**src/rtl/lfsr_pkg.sv**
```systemverilog
// Shared types and default widths for the LFSR keystream XOR stage.
package lfsr_pkg;

   // Datapath stage state: gather keystream, wait for plaintext, present ciphertext
   typedef enum logic [1:0] {
      ST_FILL = 2'd0,
      ST_KEY  = 2'd1,
      ST_HOLD = 2'd2
   } state_t;

   localparam int LFSR_N_DEF = 4;
   localparam int WORD_W_DEF = 8;

   // Width of a counter that must reach the value w inclusive
   function automatic int cnt_width(input int w);
      return $clog2(w + 1);
   endfunction

endpackage

```
**src/rtl/lfsr_keystream_xor_if.sv**
```systemverilog
// Plaintext-in / ciphertext-out valid/ready bus of the keystream XOR stage.
interface lfsr_keystream_xor_if #(parameter int W = lfsr_pkg::WORD_W_DEF);

   logic [W-1:0] din;
   logic         din_valid;
   logic         din_ready;
   logic [W-1:0] dout;
   logic         dout_valid;
   logic         dout_ready;

   modport master (
      output din, din_valid, dout_ready,
      input  din_ready, dout, dout_valid
   );

   modport slave (
      input  din, din_valid, dout_ready,
      output din_ready, dout, dout_valid
   );

endinterface

```
**src/rtl/keystream_packer.sv**
```systemverilog
// LSB-first keystream packer: each captured bit enters at the MSB and the
// word shifts right, so after W captures the k-th captured bit sits at bit k.
module keystream_packer
   import lfsr_pkg::*;
#(
   parameter  int W  = WORD_W_DEF,
   localparam int CW = cnt_width(W)
) (
   input  logic         clk,
   input  logic         rst,
   input  logic         clr,
   input  logic         cap,
   input  logic         bit_in,
   output logic [W-1:0] word,
   output logic         full,
   output logic         last
);

   logic [W-1:0]  word_r;
   logic [CW-1:0] count_r;

   // Shift register and bit counter; clear wins over capture
   always_ff @(posedge clk) begin
      if (rst) begin
         word_r  <= {W{1'b0}};
         count_r <= {CW{1'b0}};
      end else if (clr) begin
         word_r  <= {W{1'b0}};
         count_r <= {CW{1'b0}};
      end else if (cap) begin
         word_r  <= {bit_in, word_r[W-1:1]};
         count_r <= count_r + CW'(1);
      end
   end

   assign word = word_r;
   assign full = (count_r == CW'(W));
   assign last = (count_r == CW'(W - 1));

endmodule

```
**src/rtl/lfsr_keystream_xor.sv**
```systemverilog
// Stream-cipher datapath stage: drives the LFSR enable, packs one LFSR bit
// per enabled cycle into a W-bit keystream word and XORs each word with one
// plaintext word. Optional build macro KEYSTREAM_PREFETCH_EN keeps filling
// the next keystream word while ciphertext waits in HOLD.
module lfsr_keystream_xor
   import lfsr_pkg::*;
#(
   parameter int n = LFSR_N_DEF,
   parameter int W = WORD_W_DEF
) (
   input  logic                  clk,
   input  logic                  rst,
   input  logic [n-1:0]          random,
   output logic                  lfsr_ena,
   input  logic                  resync,
   lfsr_keystream_xor_if.slave   bus
);

   state_t       state_r;
   state_t       state_nxt_s;
   logic         init_r;
   logic [W-1:0] dout_r;
   logic         dout_valid_r;
   logic [W-1:0] keystream_s;
   logic         full_s;
   logic         last_s;
   logic         cap_s;
   logic         clr_s;
   logic         load_s;
   logic         release_s;
   logic         din_ready_s;
   logic         unused_random_s;

   // Only random[0] is consumed; the upper state bits are deliberately ignored
   assign unused_random_s = ^random;

   keystream_packer #(.W(W)) u_packer (
      .clk    (clk),
      .rst    (rst),
      .clr    (clr_s),
      .cap    (cap_s),
      .bit_in (random[0]),
      .word   (keystream_s),
      .full   (full_s),
      .last   (last_s)
   );

   // Next-state, capture and handshake decode; resync beats any same-cycle din handshake
   always_comb begin
      state_nxt_s = state_r;
      cap_s       = 1'b0;
      clr_s       = 1'b0;
      load_s      = 1'b0;
      release_s   = 1'b0;
      din_ready_s = 1'b0;
      case (state_r)
         ST_FILL: begin
            if (resync) begin
               clr_s = 1'b1;
            end else if (init_r) begin
               cap_s = 1'b0;          // first cycle after reset captures nothing
            end else if (full_s) begin
               state_nxt_s = ST_KEY;
            end else begin
               cap_s = 1'b1;
               if (last_s) begin
                  state_nxt_s = ST_KEY;
               end else begin
                  state_nxt_s = ST_FILL;
               end
            end
         end
         ST_KEY: begin
            if (resync) begin
               clr_s       = 1'b1;
               state_nxt_s = ST_FILL;
            end else begin
               din_ready_s = 1'b1;
               if (bus.din_valid) begin
                  load_s      = 1'b1;
                  clr_s       = 1'b1;   // word consumed; packer restarts at bit 0
                  state_nxt_s = ST_HOLD;
               end else begin
                  state_nxt_s = ST_KEY;
               end
            end
         end
         ST_HOLD: begin
`ifdef KEYSTREAM_PREFETCH_EN
            if (resync) begin
               clr_s = 1'b1;
            end else if (!full_s) begin
               cap_s = 1'b1;
            end else begin
               cap_s = 1'b0;
            end
            if (bus.dout_ready) begin
               release_s = 1'b1;
               if (!resync && (full_s || last_s)) begin
                  state_nxt_s = ST_KEY;
               end else begin
                  state_nxt_s = ST_FILL;
               end
            end else begin
               state_nxt_s = ST_HOLD;
            end
`else
            if (bus.dout_ready) begin
               release_s   = 1'b1;
               state_nxt_s = ST_FILL;
            end else begin
               state_nxt_s = ST_HOLD;
            end
`endif
         end
         default: begin
            clr_s       = 1'b1;
            state_nxt_s = ST_FILL;
         end
      endcase
   end

   // State, start-up flag and registered ciphertext; rst overrides everything
   always_ff @(posedge clk) begin
      if (rst) begin
         state_r      <= ST_FILL;
         init_r       <= 1'b1;
         dout_r       <= {W{1'b0}};
         dout_valid_r <= 1'b0;
      end else begin
         state_r <= state_nxt_s;
         init_r  <= 1'b0;
         if (load_s) begin
            dout_r       <= bus.din ^ keystream_s;
            dout_valid_r <= 1'b1;
         end else if (release_s) begin
            dout_valid_r <= 1'b0;
         end
      end
   end

   assign lfsr_ena       = cap_s & ~rst;
   assign bus.din_ready  = din_ready_s & ~rst;
   assign bus.dout       = dout_r;
   assign bus.dout_valid = dout_valid_r;

endmodule

```
**src/flat_wrapper.sv**
```systemverilog
// flat-port wrapper written by rule: the top's interface ports become plain ports
module lfsr_keystream_xor_flat import lfsr_pkg::*;
#(
   parameter int n = LFSR_N_DEF,
   parameter int W = WORD_W_DEF
)
  (clk, rst, random, lfsr_ena, resync, bus_din, bus_din_valid, bus_dout_ready, bus_din_ready, bus_dout, bus_dout_valid);
  lfsr_keystream_xor_if #(.W(W)) bus_i ();
  input  logic clk;
  input  logic rst;
  input  logic [n-1:0] random;
  output logic lfsr_ena;
  input  logic resync;
  input wire logic [$bits(bus_i.din)-1:0] bus_din;
  input wire logic [$bits(bus_i.din_valid)-1:0] bus_din_valid;
  input wire logic [$bits(bus_i.dout_ready)-1:0] bus_dout_ready;
  output wire logic [$bits(bus_i.din_ready)-1:0] bus_din_ready;
  output wire logic [$bits(bus_i.dout)-1:0] bus_dout;
  output wire logic [$bits(bus_i.dout_valid)-1:0] bus_dout_valid;
  assign bus_i.din = bus_din;
  assign bus_i.din_valid = bus_din_valid;
  assign bus_i.dout_ready = bus_dout_ready;
  assign bus_din_ready = bus_i.din_ready;
  assign bus_dout = bus_i.dout;
  assign bus_dout_valid = bus_i.dout_valid;
  lfsr_keystream_xor #(.n(n), .W(W)) u_core (.clk(clk), .rst(rst), .random(random), .lfsr_ena(lfsr_ena), .resync(resync), .bus(bus_i));
endmodule
```
**config.mk**
```make
export PLATFORM = sky130hd
export DESIGN_NAME = lfsr_keystream_xor_flat
export DESIGN_NICKNAME = d
export VERILOG_FILES = /design/src/rtl/lfsr_pkg.sv /design/src/rtl/lfsr_keystream_xor_if.sv /design/src/rtl/keystream_packer.sv /design/src/rtl/lfsr_keystream_xor.sv /design/src/flat_wrapper.sv
export SDC_FILE = /design/constraint.sdc
export NUM_CORES = 1
export LEC_CHECK = 0
export ABC_CLOCK_PERIOD_IN_PS = 1900
export BUFFER_PORTS_ARGS = -buffer_cell sky130_fd_sc_hd__buf_2
export CORE_MARGIN = 4
export CORE_UTILIZATION = 35
export CTS_CLUSTER_SIZE = 20
export DETAILED_ROUTE_END_ITERATION = 7
export PLACE_DENSITY = 0.59
export SLEW_MARGIN = 20
export SYNTH_ARGS = -nofsm -noshare
export SYNTH_HDL_FRONTEND = slang
export SYNTH_SLANG_ARGS = --single-unit
```
**constraint.sdc**
```tcl
create_clock -name clk -period 1.9 [get_ports clk]
set_input_delay 0.475 -clock clk [delete_from_list [all_inputs] [get_ports clk]]
set_output_delay 0.475 -clock clk [all_outputs]
set_load 0.03 [all_outputs]
```
==> results.txt, run 1 <==
status: complete, but fails checks
failing checks: setup timing
yosys warns: 0
Seq/Total Area, Yosys: 45.4%
reg2reg setup slack: 0.13 ns
CP max stage cell: or4_4
asr flop ratio synth: 0%
final cell count without fillers: 180
Hold Vio Cnt, Final: 0
Initial Util: 37.4%
die footprint: 0.00396 mm²
antenna violations before repair: 0
synthesized area: 0.00106 mm²
Rows: 19
post-synthesis xor/xnor area fraction: 6.63%
Synth top area share: 45.4%
dominant cell type by area after synthesis: dfxtp_1
Synth Area in Adders: 2.37%
crit path DAT: 1.45 ns
post-synthesis compound-gate area fraction: 19.6%
CTS Root Cell: clkbuf_4
skew final: 0.00596 ns
RSZ-0062 raised after global routing: yes
routed vias: 945
P per Cell Area: 631 mW/mm²
Mapped Cells: 119
Via density: 5.25
first-pass GRT wire length: 3990 µm
area of the multi-input gates: 539 µm²
RePlAce Congestion: 0.777
# fillers: 282
register area: 485 µm²
CP peak stage delay: 0.53 ns
antenna-violating nets left: 0
dpl cell area: 0.00125 mm²
top_reg_cell synth: dfxtp_1
hold slack: 0.416 ns
Worst EP required: 1.42 ns
CTS Sinks: 24
crit-path max FO: 2
NumNets Final: 169
Post-Synth Simple-Gate Area: 20.7%
Lkg Pwr: 0.480 nW
H-tree depth: 1
DRC: 0
CP Capture Type: primary output
Max-Cap Viols: 0
clk_lat worst skew: 0.31 ns
Num CTS Buffers: 3
Port Buf Inserts: 24
1st-iter DRT viols: 45
Slew Viols, Final: 0
Core ar.: 0.00283 mm²
VDD IR max: 0.339 mV
max_slew headroom: 67.8%
largest net degree at the start of global routing: 19
number of global-route vias before repair: 922
Synth Net Count: 138
CP Launch Type: flop
largest family of logic cells by synthesized area: simple AND/OR/NAND/NOR gates
Final WS setup: -0.0234 ns
Design Area, Final: 0.00132 mm²
IO Pins: 28
number of synthesized flops with an enable pin: 0
share of post-route cells with drive strength above 1: 32.2%
worst slack, placed: 0.0606 ns
final worst path period need: 1.92 ns
DRT Pass-1 Iters: 4
main area contributors after synthesis: dfxtp_1 (45%), xnor2_1 (6.6%), a21oi_1 (6.2%)
total negative slack: -0.0234 ns
CTS tree: yes
Bufs on Longest Clock Path: 2
CP cell instances: or4_4 > nor3_4 > buf_6
synth unique cells: 25
n_diodes: 0
top cells by count, synth: dfxtp_1 (24), a21oi_1 (13), o21ai_0 (13), nand3_1 (11), nor2_1 (11)
GRT overflow: 0
die width: 63.0 µm
WL/cell: 12.1 µm
Fmax: 520 MHz
Area Growth Syn to Fin: 24.9%
Global Route Usage Sum: 12.2%
HPWL after DPL: 1610 µm
Mapped Avg Cell Area: 8.88 µm²
#FFs+latches synth: 24
kind of critical path: reg2out
final core occ: 46.7%
count leader, synth: dfxtp_1
final critical-path share of the clock period: 101%
final WL: 2190 µm
Pwr Total: 0.833 mW
Slew @ Worst Pin: 0.481 ns
placed cell count: 173
multiplexer area fraction after synthesis: 0%
number of setup violations in the final report: 1
Die H: 63.0 µm
worst hold path type: in2reg
register clock-pin slew on the reported worst setup and hold paths: 0.12 ns
[registers in the layout, summed over array words and instances (netlist names)]
name                     count
u_core.u_packer.count_r      4
u_core.bus.dout_valid        1
u_core.init_r                1
u_core.u_packer.word         8
u_core.bus.dout              8
u_core.state_r               2
[kinds of logic (layout without fill, tap and decap cells)]
logic type | after synthesis | in the layout
fa+ha+maj | 2 | 2
buf+inv | 12 | 42
xor+xnor | 8 | 8
compound gates | 36 | 36
simple gates | 37 | 37
flops | 24 | 24
[area by class of cell]
class | count | share of cell area, %
Sequential cell | 24 | 36.8
Multi-Input combinational cell | 83 | 40.9
Timing Repair Buffer | 35 | 15.8
Inverter | 3 | 0.853
Tap cell | 31 | 2.94
Clock buffer | 4 | 2.75
[worst paths after layout]
| check | startpoint | cells after the start | endpoint |
|---|---|---|---|
| worst min register to register | u_core.u_packer.word[5] | 2 | u_core.u_packer.word[4] |
| worst max-delay path | u_core.state_r[0] | 3 | lfsr_ena |
| worst min-delay path | random[0] | 3 | u_core.u_packer.word[7] |
| worst max register to register | u_core.state_r[0] | 5 | u_core.u_packer.count_r[2] |
[placed cells by master, fill, tap and decap left out]
cell type,Yosys,final
buf_2,2,23
dfxtp_1,24,20
nor3b_1,1,1
nor4_2,1,1
a211oi_1,8,8
nor4b_2,0,1
ha_1,2,2
nand3_1,11,11
and4bb_2,1,1
nand2b_1,2,2
inv_1,3,3
a211o_1,1,1
nor3_4,0,1
o21ai_0,13,13
dfxtp_2,0,4
a2111oi_0,1,1
buf_4,0,11
clkbuf_4,0,3
clkbuf_8,0,1
or3_1,1,1
and3b_1,1,1
or4_4,1,1
xnor2_1,8,8
nor2_1,11,11
buf_6,1,1
a21oi_1,13,13
nand3b_1,4,4
or4_1,1,1
[worst max-delay path: cells and delay by family, from the launching register on]
| kind | cells | cell delay [ns] |
|---|---|---|
| flip-flops | 1 | 0.34 |
| buffers and inverters | 1 | 0.15 |
| AND/OR/NAND/NOR | 2 | 0.66 |
[timing repair]
item,in CTS,in global routing
gates resized for setup,5,1
hold buffers,0,0
pin swaps,1,0
buffers inserted,2,1
hold endpoints to repair,0,0
cloned,0,0
setup endpoints to repair,1,1
[power breakdown]
| group | internal, mW | switching (mW) |
|---|---|---|
| sequential | 0.506 | 0.00186 |
| clock | 0.117 | 0.144 |
| combinational | 0.0313 | 0.0326 |
| total | 0.654 | 0.179 |
[metal layers]
metal,vias up,part of all wire (%),global-route usage [%]
met4,0,0.73,4.96
li1,485,-,-
met2,24,48,19.9
met1,434,45,15.7
met3,2,6.1,2.52
met5,-,0,0
(Power assumes the default switching activity.)
==> run 2, diff against run 1 <==
--- a/config.mk
+++ b/config.mk
@@ -12,6 +12,7 @@
 export CTS_CLUSTER_SIZE = 20
 export DETAILED_ROUTE_END_ITERATION = 7
 export PLACE_DENSITY = 0.59
+export RECOVER_POWER = 50
 export SLEW_MARGIN = 20
 export SYNTH_ARGS = -nofsm -noshare
 export SYNTH_HDL_FRONTEND = slang
==> results.txt, run 2 (synthesis gave the netlist of run 1 again) <==
status: complete, but fails checks
failing checks: setup timing
CTS Root Cell: clkbuf_4
DR top layer: met4
die width: 63.0 µm
Hold Vio Cnt, Final: 0
HPWL after DPL: 1610 µm
IO Pins: 28
worst hold path type: in2reg
antenna-violating nets left: 0
die footprint: 0.00396 mm²
Port Buf Inserts: 24
max_slew headroom: 62.4%
commonest non-fill, non-tap cell in the layout: dfxtp_1
Core ar.: 0.00283 mm²
Slew @ Worst Pin: 0.564 ns
Die H: 63.0 µm
number of setup violations in the final report: 1
Slew Viols, Final: 0
Lkg Pwr: 0.439 nW
Area Growth Syn to Fin: 23.3%
metal2 WL: 1040 µm
GRT overflow: 0
antenna violations before repair: 0
CP Capture Type: primary output
Num CTS Buffers: 3
most frequent cells in the layout: dfxtp_1 (21), buf_2 (14), o21ai_0 (13), a21oi_1 (13)
Max-Cap Viols: 0
1st-iter DRT viols: 48
final WL: 2200 µm
Bufs on Longest Clock Path: 2
register clock-pin slew on the reported worst setup and hold paths: 0.12 ns
reg2reg setup slack: 0.13 ns
RePlAce Congestion: 0.777
DRC: 0
# fillers: 287
Initial Util: 37.4%
first-pass GRT wire length: 3990 µm
CTS tree: yes
CP peak stage delay: 0.53 ns
hold slack: 0.417 ns
Final WS setup: -0.0219 ns
Pwr Total: 0.832 mW
CP max stage cell: or4_4
final critical-path share of the clock period: 101%
WL/cell: 12.2 µm
CTS Sinks: 24
clk_lat worst skew: 0.31 ns
VDD IR max: 0.338 mV
H-tree depth: 1
Via density: 5.27
crit path DAT: 1.45 ns
number of global-route vias before repair: 922
P per Cell Area: 638 mW/mm²
kind of critical path: reg2out
delay-heaviest family, CP: simple AND/OR/NAND/NOR gates
skew final: 0.00750 ns
n_diodes: 0
CP Buf/Inv Count: 1
Hold Buf Count CTS: 0
CP cell instances: or4_4 > nor3_4 > buf_6
DRT Pass-1 Iters: 4
M1 wire length: 1010 µm
Fmax: 520 MHz
share of post-route cells with drive strength above 1: 24.2%
RSZ-0062 raised after global routing: yes
largest net degree at the start of global routing: 19
Worst EP required: 1.42 ns
metal3 WL: 141 µm
final worst path period need: 1.92 ns
CP Launch Type: flop
Global Route Usage Sum: 12.2%
routed vias: 949
Rows: 19
NumNets Final: 169
crit-path max FO: 2
## run 2: cell types whose count changed in the layout (fill, tap and decap cells not counted), sizes merged
cell / previous run / this run
clkbuf: 4 / 14
buf: 35 / 25
## run 2: report_power, final
group / leakage, nW / switching (mW) / internal [mW]
registers: 0.195 / 0.00187 / 0.506
logic: 0.222 / 0.0327 / 0.0313
clock network: 0.0210 / 0.144 / 0.117
## run 2: worst paths after layout
| check | end | start | cells after the start |
|---|---|---|---|
| worst max-delay path | lfsr_ena | u_core.state_r[0] | 3 |
| worst min-delay path | u_core.u_packer.word[7] | random[0] | 3 |
| worst max register to register | u_core.u_packer.count_r[2] | u_core.state_r[0] | 5 |
| worst min register to register | u_core.u_packer.word[4] | u_core.u_packer.word[5] | 2 |
## run 2: layout make-up
type	instances	area, µm²	area share [%]
clock buffer	4	36.3	2.78
inverter	3	11.3	0.864
sequential	24	484	37.1
tap	31	38.8	2.98
multi-input combinational	83	539	41.4
timing repair buffer	35	194	14.9
## run 2: worst reg2reg max path, cell delays in order, from the launching register on
cell     delay, ns
dfxtp_2       0.34
or4_4         0.53
buf_4         0.16
buf_4         0.14
or4_1         0.39
a21oi_1       0.14
## run 2: repair_timing
item / CTS / global route
pin swaps: 1 / 0
setup buffers: 2 / 1
endpoints found under the setup margin: 1 / 1
gates resized for setup: 5 / 1
## run 2: layer usage
| layer | vias up | track usage (%) |
|---|---|---|
| met3 | 2 | 2.52 |
| met1 | 436 | 15.7 |
| met4 | 0 | 4.96 |
| li1 | 485 | - |
| met5 | - | 0 |
| met2 | 26 | 19.9 |
## run 2: stage by stage
stage	utilization [%]	TNS, ns	cells	setup slack (ns)	instance area (µm²)
after floorplan	-	-0.0224	119	-0.0224	1070
after global placement	44.2	0	173	0.0729	1250
after detailed placement	44.2	0	173	0.0606	1250
after CTS	46.4	-0.0456	179	-0.0456	1310
after global routing	46.1	-0.146	180	-0.0916	1300
final	46.1	-0.0219	180	-0.0219	1300
